`config.mk`:
```
export PLATFORM = sky130hd
export DESIGN_NAME = sound_sequencer
export DESIGN_NICKNAME = d
export VERILOG_FILES = /design/src/rtl/sound_sequencer_pkg.sv /design/src/rtl/sound_prio_enc.sv /design/src/rtl/sound_sequencer.sv
export SDC_FILE = /design/constraint.sdc
export NUM_CORES = 1
export LEC_CHECK = 0
export ABC_AREA = 1
export ABC_CLOCK_PERIOD_IN_PS = 6000
export CORE_ASPECT_RATIO = 0.75
export CORE_MARGIN = 3
export CORE_UTILIZATION = 30
export CTS_CLUSTER_DIAMETER = 100
export CTS_CLUSTER_SIZE = 24
export DETAILED_ROUTE_END_ITERATION = 12
export PLACE_DENSITY = 0.59
export REMOVE_ABC_BUFFERS = 1
export SKIP_CTS_REPAIR_TIMING = 1
export SYNTH_ARGS = -nofsm -noshare
export SYNTH_HDL_FRONTEND = slang
export SYNTH_HIERARCHICAL = 1
export SYNTH_SLANG_ARGS = --single-unit
```
`constraint.sdc`:
```
create_clock -name clk_25MHZ -period 6 [get_ports clk_25MHZ]
set_input_delay 1.8 -clock clk_25MHZ [delete_from_list [all_inputs] [get_ports clk_25MHZ]]
set_output_delay 1.8 -clock clk_25MHZ [all_outputs]
set_load 0.005 [all_outputs]
```
`src/rtl/sound_sequencer_pkg.sv`:
```
// Shared clip identifiers, request-bit indices and the clip priority ranking
// used by the sound sequencer and its priority encoder.
package sound_sequencer_pkg;

    // Clip codes equal their request-bit index, so a code doubles as a bit position.
    typedef enum logic [2:0] {
        SOUND_LOADING   = 3'd0,
        SOUND_READY     = 3'd1,
        SOUND_WIN       = 3'd2,
        SOUND_GAME_PLAY = 3'd3,
        SOUND_FAIL      = 3'd4
    } sound_t;

    localparam int REQ_LOADING   = 0;
    localparam int REQ_READY     = 1;
    localparam int REQ_WIN       = 2;
    localparam int REQ_GAME_PLAY = 3;
    localparam int REQ_FAIL      = 4;
    localparam int NUM_SOUNDS    = 5;

    typedef enum logic [1:0] {
        ST_IDLE,
        ST_LOAD,
        ST_PLAY,
        ST_GAP
    } seq_state_t;

    // Larger rank wins: FAIL > LOADING > READY > WIN > GAME_PLAY.
    function automatic logic [2:0] sound_rank(input sound_t s);
        case (s)
            SOUND_FAIL:      return 3'd4;
            SOUND_LOADING:   return 3'd3;
            SOUND_READY:     return 3'd2;
            SOUND_WIN:       return 3'd1;
            default:         return 3'd0;
        endcase
    endfunction

endpackage

```
`src/rtl/sound_prio_enc.sv`:
```
// Picks the highest-priority clip from a one-bit-per-clip request vector.
module sound_prio_enc
    import sound_sequencer_pkg::*;
(
    input  logic [NUM_SOUNDS-1:0] bits,
    output sound_t                top,
    output logic                  valid
);

    always_comb begin
        top   = SOUND_LOADING;
        valid = |bits;
        if (bits[REQ_FAIL])
            top = SOUND_FAIL;
        else if (bits[REQ_LOADING])
            top = SOUND_LOADING;
        else if (bits[REQ_READY])
            top = SOUND_READY;
        else if (bits[REQ_WIN])
            top = SOUND_WIN;
        else if (bits[REQ_GAME_PLAY])
            top = SOUND_GAME_PLAY;
    end

endmodule

```
`src/rtl/sound_sequencer.sv`:
```
// One-shot clip scheduler: queues requests, plays the highest-priority clip,
// inserts a silence gap between clips and reports natural completion.
module sound_sequencer
    import sound_sequencer_pkg::*;
#(
    parameter int unsigned INTRO_LEN = 12280,
    parameter int unsigned CHOMP_LEN = 5736,
    parameter int unsigned DEATH_LEN = 33736,
    parameter int unsigned WIN_LEN   = 12280,
    parameter int unsigned GAP_TICKS = 400
) (
    input  logic                  clk_25MHZ,
    input  logic                  rst,
    input  logic                  clk_8KHZ,
    input  logic [NUM_SOUNDS-1:0] req,
    input  logic                  stop,
    output sound_t                sound_type,
    output logic [15:0]           addr,
    output logic                  sample_valid,
    output logic                  busy,
    output logic                  done
);

    seq_state_t            state_reg, state_next;
    logic [NUM_SOUNDS-1:0] pending_reg, pending_next;
    sound_t                cur_reg, cur_next;
    logic [15:0]           last_reg, last_next;
    logic [15:0]           addr_reg, addr_next;
    logic [15:0]           gap_cnt_reg, gap_cnt_next;
    logic                  done_reg, done_next;
    logic                  sample_valid_reg, sample_valid_next;
    logic                  busy_reg, busy_next;

    sound_t pend_top, req_top;
    logic   pend_valid, req_valid;
    logic   preempt;

    sound_prio_enc u_pend_enc (
        .bits  (pending_reg),
        .top   (pend_top),
        .valid (pend_valid)
    );

    sound_prio_enc u_req_enc (
        .bits  (req),
        .top   (req_top),
        .valid (req_valid)
    );

    // Stored as length-1 so a 65536-sample clip still fits the 16-bit address.
    function automatic logic [15:0] clip_last(input sound_t s);
        case (s)
            SOUND_GAME_PLAY: return 16'(CHOMP_LEN - 1);
            SOUND_FAIL:      return 16'(DEATH_LEN - 1);
            SOUND_WIN:       return 16'(WIN_LEN - 1);
            default:         return 16'(INTRO_LEN - 1);
        endcase
    endfunction

    assign preempt = req_valid && (sound_rank(req_top) > sound_rank(cur_reg));

    always_comb begin
        state_next   = state_reg;
        pending_next = pending_reg | req;
        cur_next     = cur_reg;
        last_next    = last_reg;
        addr_next    = addr_reg;
        gap_cnt_next = gap_cnt_reg;
        done_next    = 1'b0;

        case (state_reg)
            ST_IDLE: begin
                if (pend_valid)
                    state_next = ST_LOAD;
            end
            ST_LOAD: begin
                if (pend_valid) begin
                    cur_next     = pend_top;
                    last_next    = clip_last(pend_top);
                    pending_next = (pending_reg & ~(NUM_SOUNDS'(1) << pend_top)) | req;
                    addr_next    = 16'd0;
                    state_next   = ST_PLAY;
                end else begin
                    state_next = ST_IDLE;
                end
            end
            ST_PLAY: begin
                // A natural end wins over a same-cycle preemption so done and the gap are kept.
                if (clk_8KHZ && addr_reg == last_reg) begin
                    done_next    = 1'b1;
                    gap_cnt_next = 16'd0;
                    state_next   = ST_GAP;
                end else if (preempt) begin
                    state_next = ST_LOAD;
                end else if (clk_8KHZ) begin
                    addr_next = addr_reg + 16'd1;
                end
            end
            ST_GAP: begin
                if (preempt) begin
                    state_next = ST_LOAD;
                end else if (clk_8KHZ) begin
                    if (gap_cnt_reg == 16'(GAP_TICKS - 1))
                        state_next = (pending_next != '0) ? ST_LOAD : ST_IDLE;
                    else
                        gap_cnt_next = gap_cnt_reg + 16'd1;
                end
            end
            default: state_next = ST_IDLE;
        endcase

        if (stop) begin
            state_next   = ST_IDLE;
            pending_next = '0;
            addr_next    = 16'd0;
            done_next    = 1'b0;
        end

        sample_valid_next = (state_next == ST_PLAY);
        busy_next         = (state_next != ST_IDLE);
    end

    always_ff @(posedge clk_25MHZ) begin
        if (rst) begin
            state_reg        <= ST_IDLE;
            pending_reg      <= '0;
            cur_reg          <= SOUND_LOADING;
            last_reg         <= 16'd0;
            addr_reg         <= 16'd0;
            gap_cnt_reg      <= 16'd0;
            done_reg         <= 1'b0;
            sample_valid_reg <= 1'b0;
            busy_reg         <= 1'b0;
        end else begin
            state_reg        <= state_next;
            pending_reg      <= pending_next;
            cur_reg          <= cur_next;
            last_reg         <= last_next;
            addr_reg         <= addr_next;
            gap_cnt_reg      <= gap_cnt_next;
            done_reg         <= done_next;
            sample_valid_reg <= sample_valid_next;
            busy_reg         <= busy_next;
        end
    end

    assign sound_type   = cur_reg;
    assign addr         = addr_reg;
    assign sample_valid = sample_valid_reg;
    assign busy         = busy_reg;
    assign done         = done_reg;

endmodule

```
==> results of run 1 <==
[final cells by class]
type,instances,area [µm²]
Inverter,54,203
Timing Repair Buffer,31,308
Tap cell,136,170
Clock buffer,6,139
Sequential cell,51,1020
Clock inverter,2,35.0
Fill cell,1159,6630
Multi-Input combinational cell,381,1980
[through the flow]
step | hold WS [ns] | total power, mW
after detailed placement | 0.479 | 0.436
final | 0.486 | 0.762
after floorplan | 0.448 | 0.407
after global placement | 0.473 | 0.435
after global routing | 0.519 | 0.799
after CTS | 0.489 | 0.774
[routing by layer]
layer  up-vias  global-route usage [%]  share of wire (%)  wire [µm]
met5         -                       0                  0          0
met4         0                    2.56               0.95         78
met3        12                    3.09                5.8        478
met2        89                    20.6                 41       3360
met1      1419                    20.8                 52       4330
li1       1653                       -                  -          -
[power breakdown]
group          internal (mW)  switching, mW
sequential             0.345        0.00563
combinational         0.0273         0.0505
clock                  0.208          0.127
[worst max-delay path, delay by kind of cell]
family                     cells  cell delay, ns
AOI/OAI and AO/OA              3            0.37
adders and majority gates      1            0.30
and+or+nand+nor                7            1.47
buffers and inverters          2            0.66
[synth_stat cells]
library cell  instances
xnor2_1               6
o21ai_0               5
nand2_2              10
xor2_1               17
buf_1                 1
o21ai_4               1
a211oi_1              2
clkinv_1              1
nand4_1               6
nand3_1              55
nor2_2                1
o21ai_1               1
nand3_2               4
buf_8                 1
inv_1                44
nor3_1               13
nand4_2               1
nand2_4               3
a21oi_2              21
ha_1                  5
buf_6                 1
or2_2                 5
o211a_1               1
buf_2                 3
a21oi_1              20
clkbuf_1              6
nand2_1             115
inv_2                 9
o21bai_1              1
o311ai_0              1
nor2_4                1
buf_4                 2
nor2_1               80
nor3b_1               2
nor4_1                4
dfxtp_1              51
[logic make-up after synthesis]
| group | count (synthesis) |
|---|---|
| AND/OR/NAND/NOR | 300 |
| buffers and inverters | 68 |
| AO/OA/AOI/OAI | 53 |
| flip-flops | 51 |
| XOR/XNOR | 23 |
| adder cells (fa/ha/maj) | 5 |
[worst paths after layout]
path,start,end,slack [ns],cells after the start
hold reg to reg,gap_cnt_reg[13],gap_cnt_reg[13],0.49,2
setup reg to reg,sound_type[2],gap_cnt_reg[1],3.60,9
hold / removal,gap_cnt_reg[13],gap_cnt_reg[13],0.49,2
setup / recovery,req[4],gap_cnt_reg[1],1.62,13
==> flow_summary.yaml, run 1 <==
place:
  dp_slack_ns: 1.32
  hpwl_um: 6060
  gp_congestion: 0.867
  dpl_cell_area_mm2: 0.00368
  place_inst: 653
  port_buffers: 30
logic_synthesis:
  synth_mux_area_share_pct: 0
  synth_top_area_share_pct: 31.0
  postSynthAreaPerCell_um2: 6.58
  yosysSeqAreaShare_pct: 31.0
  ys_ff_latch: 51
  synth_warnings: 6
  synthAdderAreaFrac_pct: 1.90
  syn_area_mm2: 0.00329
  synthesis.instances: 500
  yosysTopAreaCell: "dfxtp_1"
  ys_types: 36
  synth_compound_area_share_pct: 11.3
  synth_top_family_by_area: "simple AND/OR/NAND/NOR gates"
  synth_xor_area_share_pct: 6.12
  synthSimpleGateAreaFrac_pct: 41.0
  synth_area_leaders: "dfxtp_1 (31%), nand2_1 (13%), nor2_1 (9.1%)"
clock_tree:
  clock_sinks: 51
  clk_path_buf_depth: 2
  htreeDepth: 2
  cts_buffers: 5
  root_buffer: "clkbuf_16"
  clkSlewWorstSetupHoldPaths_ns: 0.07
  clk_latency_ns: 0.29
  tritoncts: "done"
die:
  io_pins: 31
  die_w_um: 127
  std_cell_rows: 32
  die_y_um: 96.7
  die-area_mm2: 0.0123
  initial_core_util_pct: 31.4
  core_mm2: 0.0105
sta:
  worstMarginPinSlew_ns: 0.760
  period_share_pct: 72.9
  rsz0062_at_grt: "no"
  fmax_mhz: 229
  hold_violations: 0
  skew_ns: 0.00423
  post-route-min-period_ns: 4.38
  layout_setup_ws_ns: 1.62
  finalSetupTns_ns: 0
  slew_viol_final: 0
  finalSetupViolations: 0
  max_slew_margin_pct: 49.0
finish:
  syn2layout_area_growth_pct: 17.3
  utilization_pct: 36.8
  final_common_cell: "nand2_1"
  stdcell_count: 661
  fin_nets: 538
  drive_above_1_share_pct: 12.4
  layout_common_cells: "nand2_1 (115), nor2_1 (80), nand3_1 (55)"
  diodes: 0
  fin_area_mm2: 0.00386
critical_path:
  cp_slowest_cell: "clkdlybuf4s50_1"
  crit_path_end_kind: "flip-flop"
  start_kind: "input port"
  critPathMaxFanout: 17
  slowest_delay_ns: 0.58
  cp_data_arrival_time_ns: 4.60
  cp_cell_sequence: "clkdlybuf4s50_1 -> inv_2 -> nand3_2 -> nor2_1 -> nor3b_1 -> ha_1 -> a21oi_1 -> o21ai_1 -> nand3_1 -> nand4_2 -> nand2_4 -> nand3_1 -> a21oi_1"
  cp.required_ns: 6.22
  crit_type: "input port to flip-flop"
global_route:
  gr-total-overflow: 0
  grt_usage_pct: 13.9
  grt_max_degree: 25
  first_global_vias: 2941
  antenna_found_initial: 0
  grt_pass1_wl_um: 14300
power:
  ir_worst_vdd_v: 0.0000989
  p_leak_nw: 1.35
  powerDensity_mw_per_mm2: 198
run_status:
  status: "finished clean"
route:
  ant_nets: 0
  first_iter_violations: 244
  wl_per_cell_um: 12.5
  drt-pass1-iter-count: 5
  post_drt_via_cell_ratio: 4.80
  wl_um: 8240
  drc: 0
  via_count: 3173
worst_hold_path:
  worstHoldPathType: "flip-flop to flip-flop"
run:
  drv_cap: 0
(Power assumes the default switching activity.)
==> inputs of run 2 (changes only) <==
--- a/config.mk
+++ b/config.mk
@@ -6,14 +6,14 @@
 export NUM_CORES = 1
 export LEC_CHECK = 0
 export ABC_AREA = 1
-export ABC_CLOCK_PERIOD_IN_PS = 6000
+export ABC_CLOCK_PERIOD_IN_PS = 3860
 export CORE_ASPECT_RATIO = 0.75
 export CORE_MARGIN = 3
 export CORE_UTILIZATION = 30
 export CTS_CLUSTER_DIAMETER = 100
 export CTS_CLUSTER_SIZE = 24
 export DETAILED_ROUTE_END_ITERATION = 12
-export PLACE_DENSITY = 0.59
+export PLACE_DENSITY = 0.61
 export REMOVE_ABC_BUFFERS = 1
 export SKIP_CTS_REPAIR_TIMING = 1
 export SYNTH_ARGS = -nofsm -noshare
==> constraint.sdc (replaced) <==
create_clock -name clk_25MHZ -period 3.86 [get_ports clk_25MHZ]
set_input_delay 1.158 -clock clk_25MHZ [delete_from_list [all_inputs] [get_ports clk_25MHZ]]
set_output_delay 1.158 -clock clk_25MHZ [all_outputs]
set_load 0.005 [all_outputs]
==> flow_summary.yaml, run 2 (synthesis results as in run 1) <==
run_status:
  status: "finished clean"
global_route:
  gr-total-overflow: 0
  first_global_vias: 3005
  grt_pass1_wl_um: 14800
  grt_usage_pct: 14.4
  antenna_found_initial: 0
  grt_max_degree: 24
route:
  wl_per_cell_um: 12.9
  drt-pass1-iter-count: 5
  ant_nets: 0
  post_drt_via_cell_ratio: 4.90
  via_count: 3257
  first_iter_violations: 241
  wl_um: 8560
  drc: 0
die:
  io_pins: 31
  die-area_mm2: 0.0123
  std_cell_rows: 32
  die_y_um: 96.7
  die_w_um: 127
  initial_core_util_pct: 31.4
  core_mm2: 0.0105
place:
  port_buffers: 30
  gp_congestion: 0.915
  hpwl_um: 6320
finish:
  fin_nets: 542
  syn2layout_area_growth_pct: 18.2
  final_common_cell: "nand2_1"
  diodes: 0
  drive_above_1_share_pct: 13.0
  layout_common_cells: "nand2_1 (115), nor2_1 (80), nand3_1 (55)"
  fillCellCount: 1152
critical_path:
  cp_slowest_cell: "clkdlybuf4s50_1"
  crit_path_end_kind: "flip-flop"
  start_kind: "input port"
  critPathMaxFanout: 17
  cp_cell_sequence: "clkdlybuf4s50_1 -> inv_2 -> nand3_2 -> nor2_1 -> nor3b_1 -> ha_1 -> a21oi_1 -> o21ai_1 -> nand3_1 -> inv_2 -> o21ai_4 -> buf_4 -> nand3_1 -> a21oi_2"
  worstSetupEndpoint: "addr[4]"
  cp_data_arrival_time_ns: 3.63
  r2r_slack_ns: 1.74
  crit_type: "input port to flip-flop"
  cp.required_ns: 4.06
  reg2reg_depth: 10
  r2r-start: "sound_type[2]"
  r2r_end: "addr[4]"
  cp-startpoint: "req[4]"
  slowest_delay_ns: 0.58
power:
  p_leak_nw: 1.37
  ir_worst_vdd_v: 0.000169
  powerDensity_mw_per_mm2: 306
sta:
  finalSetupTns_ns: 0
  fmax_mhz: 292
  finalSetupViolations: 0
  post-route-min-period_ns: 3.43
  worstMarginPinSlew_ns: 0.761
  hold-worst-slack_ns: 0.485
  rsz0062_at_grt: "no"
  max_slew_margin_pct: 48.9
  skew_ns: 0.0110
  slew_viol_final: 0
  period_share_pct: 88.9
  hold_violations: 0
clock_tree:
  htreeDepth: 2
  cts_buffers: 5
  tritoncts: "done"
  clkSlewWorstSetupHoldPaths_ns: 0.07
  clk_latency_ns: 0.29
  clk_path_buf_depth: 2
  clock_sinks: 51
  root_buffer: "clkbuf_16"
worst_hold_path:
  worstHoldPathType: "flip-flop to flip-flop"
run:
  drv_cap: 0
-- run 2: changes by cell type in the layout (fill, tap and decap cells not counted) --
cell,before,now
buf_4,1,5
-- run 2: final cells by class --
class	count	area [µm²]	area share (%)
Sequential cell	51	1020	26.3
Clock inverter	2	35.0	0.901
Inverter	54	203	5.21
Timing Repair Buffer	35	338	8.69
Clock buffer	6	139	3.57
Tap cell	136	170	4.38
Multi-Input combinational cell	381	1980	51.0
-- run 2: worst min-delay path by stage --
| stage | from | depth (start not counted) | endpoint |
|---|---|---|---|
| final | last_reg[12] | 2 | last_reg[12] |
| after global routing | last_reg[12] | 2 | last_reg[12] |
| after detailed placement | last_reg[12] | 2 | last_reg[12] |
| after floorplan | last_reg[12] | 2 | last_reg[12] |
| after global placement | gap_cnt_reg[13] | 2 | gap_cnt_reg[13] |
| after CTS | last_reg[12] | 2 | last_reg[12] |
-- run 2: per-stage QoR --
| step | util, % | setup WS, ns | total power, mW | std cells | instance area (µm²) |
|---|---|---|---|---|---|
| after floorplan | - | 0.837 | 0.633 | 486 | 3210 |
| after global placement | 35.4 | 0.251 | 0.678 | 657 | 3710 |
| after detailed placement | 35.4 | 0.176 | 0.680 | 657 | 3710 |
| after CTS | 37.1 | 0.457 | 1.20 | 665 | 3890 |
| after global routing | 37.1 | 0.210 | 1.24 | 665 | 3890 |
| final | 37.1 | 0.430 | 1.19 | 665 | 3890 |
-- run 2: power breakdown --
group          switching [mW]  internal [mW]
Combinational          0.0799         0.0434
Sequential            0.00891          0.536
Clock                   0.201          0.323
-- run 2: worst max-delay path: cells and delay by family --
family / cells / cell delay, ns
and+or+nand+nor: 5 / 0.64
AOI/OAI and AO/OA: 4 / 0.54
buffers and inverters: 4 / 0.99
adders and majority gates: 1 / 0.29
-- run 2: routing by layer --
metal | up-vias | track usage, % | part of all wire [%]
li1 | 1660 | - | -
met1 | 1483 | 22.0 | 53
met2 | 104 | 20.7 | 41
met3 | 10 | 2.92 | 5.4
met4 | 0 | 3.05 | 1.2
met5 | - | 0 | 0
==> inputs of run 3 (changes only) <==
--- a/config.mk
+++ b/config.mk
@@ -7,12 +7,14 @@
 export LEC_CHECK = 0
 export ABC_AREA = 1
 export ABC_CLOCK_PERIOD_IN_PS = 3860
+export CAP_MARGIN = 40
 export CORE_ASPECT_RATIO = 0.75
 export CORE_MARGIN = 3
 export CORE_UTILIZATION = 30
 export CTS_CLUSTER_DIAMETER = 100
 export CTS_CLUSTER_SIZE = 24
 export DETAILED_ROUTE_END_ITERATION = 12
+export MAX_ROUTING_LAYER = met4
 export PLACE_DENSITY = 0.61
 export REMOVE_ABC_BUFFERS = 1
 export SKIP_CTS_REPAIR_TIMING = 1
==> flow_summary.yaml, run 3 (synthesis results as in run 1) <==
run_status:
  status: "finished clean"
sta:
  skew_ns: 0.0111
  post-route-min-period_ns: 3.44
  finalSetupTns_ns: 0
  hold_violations: 0
  slew_viol_final: 0
  finalSetupViolations: 0
  period_share_pct: 89.1
  rsz0062_at_grt: "no"
  layout_setup_ws_ns: 0.420
  fmax_mhz: 291
  worstMarginPinSlew_ns: 0.689
  max_slew_margin_pct: 53.8
clock_tree:
  clk_latency_ns: 0.30
  root_buffer: "clkbuf_16"
  clkSlewWorstSetupHoldPaths_ns: 0.07
  cts_buffers: 5
  clock_sinks: 51
  htreeDepth: 2
  clk_path_buf_depth: 2
  tritoncts: "done"
global_route:
  grt.busiest_layer: "met1"
  antenna_found_initial: 0
  grt_max_degree: 24
  grtUsageMet3_pct: 3.37
  grt_usage_pct: 14.3
  grt_pass1_wl_um: 14200
  grt_use_met2_pct: 19.1
  globalRouteMet1Util_pct: 21.6
  gr-total-overflow: 0
  first_global_vias: 2828
die:
  io_pins: 31
  die-area_mm2: 0.0123
  initial_core_util_pct: 31.4
  core_mm2: 0.0105
  die_y_um: 96.7
  die_w_um: 127
  std_cell_rows: 32
worst_hold_path:
  hold_depth: 2
  hp-start: "gap_cnt_reg[13]"
  hold_end: "gap_cnt_reg[13]"
  worstHoldPathType: "flip-flop to flip-flop"
place:
  dp_slack_ns: 0.104
  hpwl_um: 6240
  port_buffers: 30
  gp_congestion: 0.961
route:
  first_iter_violations: 301
  drt-pass1-iter-count: 5
  drc: 0
  via_count: 3187
  post_drt_via_cell_ratio: 4.79
  ant_nets: 0
  wl_per_cell_um: 12.7
  wl_um: 8460
power:
  clkPwrFrac_pct: 41.3
  p_sw_share_pct: 26.1
  p_switching_uw: 296
  pwr-share-seq_pct: 47.9
  p_int_uw: 839
  p_comb_share_pct: 10.8
  ir_worst_vdd_v: 0.000162
  p_leak_nw: 1.36
  powerDensity_mw_per_mm2: 293
run:
  drv_cap: 0
critical_path:
  r2r_slack_ns: 1.76
  critPathMaxFanout: 17
  cp-startpoint: "req[4]"
  r2r_end: "addr[8]"
  cp.required_ns: 4.07
  reg2reg_depth: 10
  r2r-start: "sound_type[2]"
  crit_path_end_kind: "flip-flop"
  cp_data_arrival_time_ns: 3.65
  start_kind: "input port"
  crit_type: "input port to flip-flop"
finish:
  fillCellCount: 1133
  drive_above_1_share_pct: 13.0
  syn2layout_area_growth_pct: 17.6
  final_common_cell: "nand2_1"
  layout_common_cells: "nand2_1 (115), nor2_1 (80), nand3_1 (55)"
  diodes: 0
  fin_nets: 542
-- run 3: changes by cell type in the layout (fill, tap and decap cells not counted) --
cell | before | now
clkinv_4 | 0 | 1
bufinv_16 | 1 | 0
clkinvlp_4 | 0 | 1
clkinv_2 | 1 | 0
-- run 3: power groups by stage --
| stage | combinational [mW] | clock [mW] | sequential, mW |
|---|---|---|---|
| finish | 0.122 | 0.468 | 0.544 |
| CTS | 0.124 | 0.479 | 0.544 |
| global placement | 0.120 | 0 | 0.556 |
| floorplan | 0.0780 | 0 | 0.555 |
| global route | 0.140 | 0.502 | 0.546 |
| detailed placement | 0.123 | 0 | 0.557 |
-- run 3: area by class of cell --
type                       count  area (µm²)  share of cell area (%)
clock buffer                   6         139                    3.59
clock inverter                 2        16.3                   0.420
inverter                      54         203                    5.24
multi-input combinational    381        1980                    51.2
sequential                    51        1020                    26.4
tap                          136         170                    4.40
timing repair buffer          35         338                    8.73
-- run 3: critical path, stage by stage --
cell and delay, ns:
clkdlybuf4s50_1 0.56, inv_2 0.08, nand3_2 0.06, nor2_1 0.05, nor3b_1 0.28, ha_1 0.31
a21oi_1 0.14, o21ai_1 0.07, nand3_1 0.18, inv_2 0.08, o21ai_4 0.16, buf_4 0.25
nand3_1 0.12, a21oi_2 0.15
-- run 3: stage by stage --
step           power [mW]  instances  hold slack, ns  util [%]  instance area [µm²]
4_1_cts              1.15        665           0.491      36.9                 3870
2_1_floorplan       0.633        486           0.448         -                 3210
3_3_place_gp        0.677        657           0.477      35.4                 3710
5_1_grt              1.19        665           0.511      36.9                 3870
6_report             1.14        665           0.489      36.9                 3870
3_5_place_dp        0.679        657           0.481      35.4                 3710
-- run 3: how the worst max path moves through the flow --
| stage | to | slack [ns] |
|---|---|---|
| floorplan | gap_cnt_reg[2] | 0.84 |
| global placement | addr[1] | 0.26 |
| detailed placement | addr[8] | 0.10 |
| CTS | addr[8] | 0.40 |
| global route | addr[12] | 0.06 |
| finish | addr[8] | 0.42 |
-- run 3: metal layers --
| metal | share of wire [%] | wire [µm] |
|---|---|---|
| met3 | 5.3 | 445 |
| met4 | 0.83 | 70 |
| met5 | 0 | 0 |
| met2 | 41 | 3430 |
| met1 | 53 | 4510 |
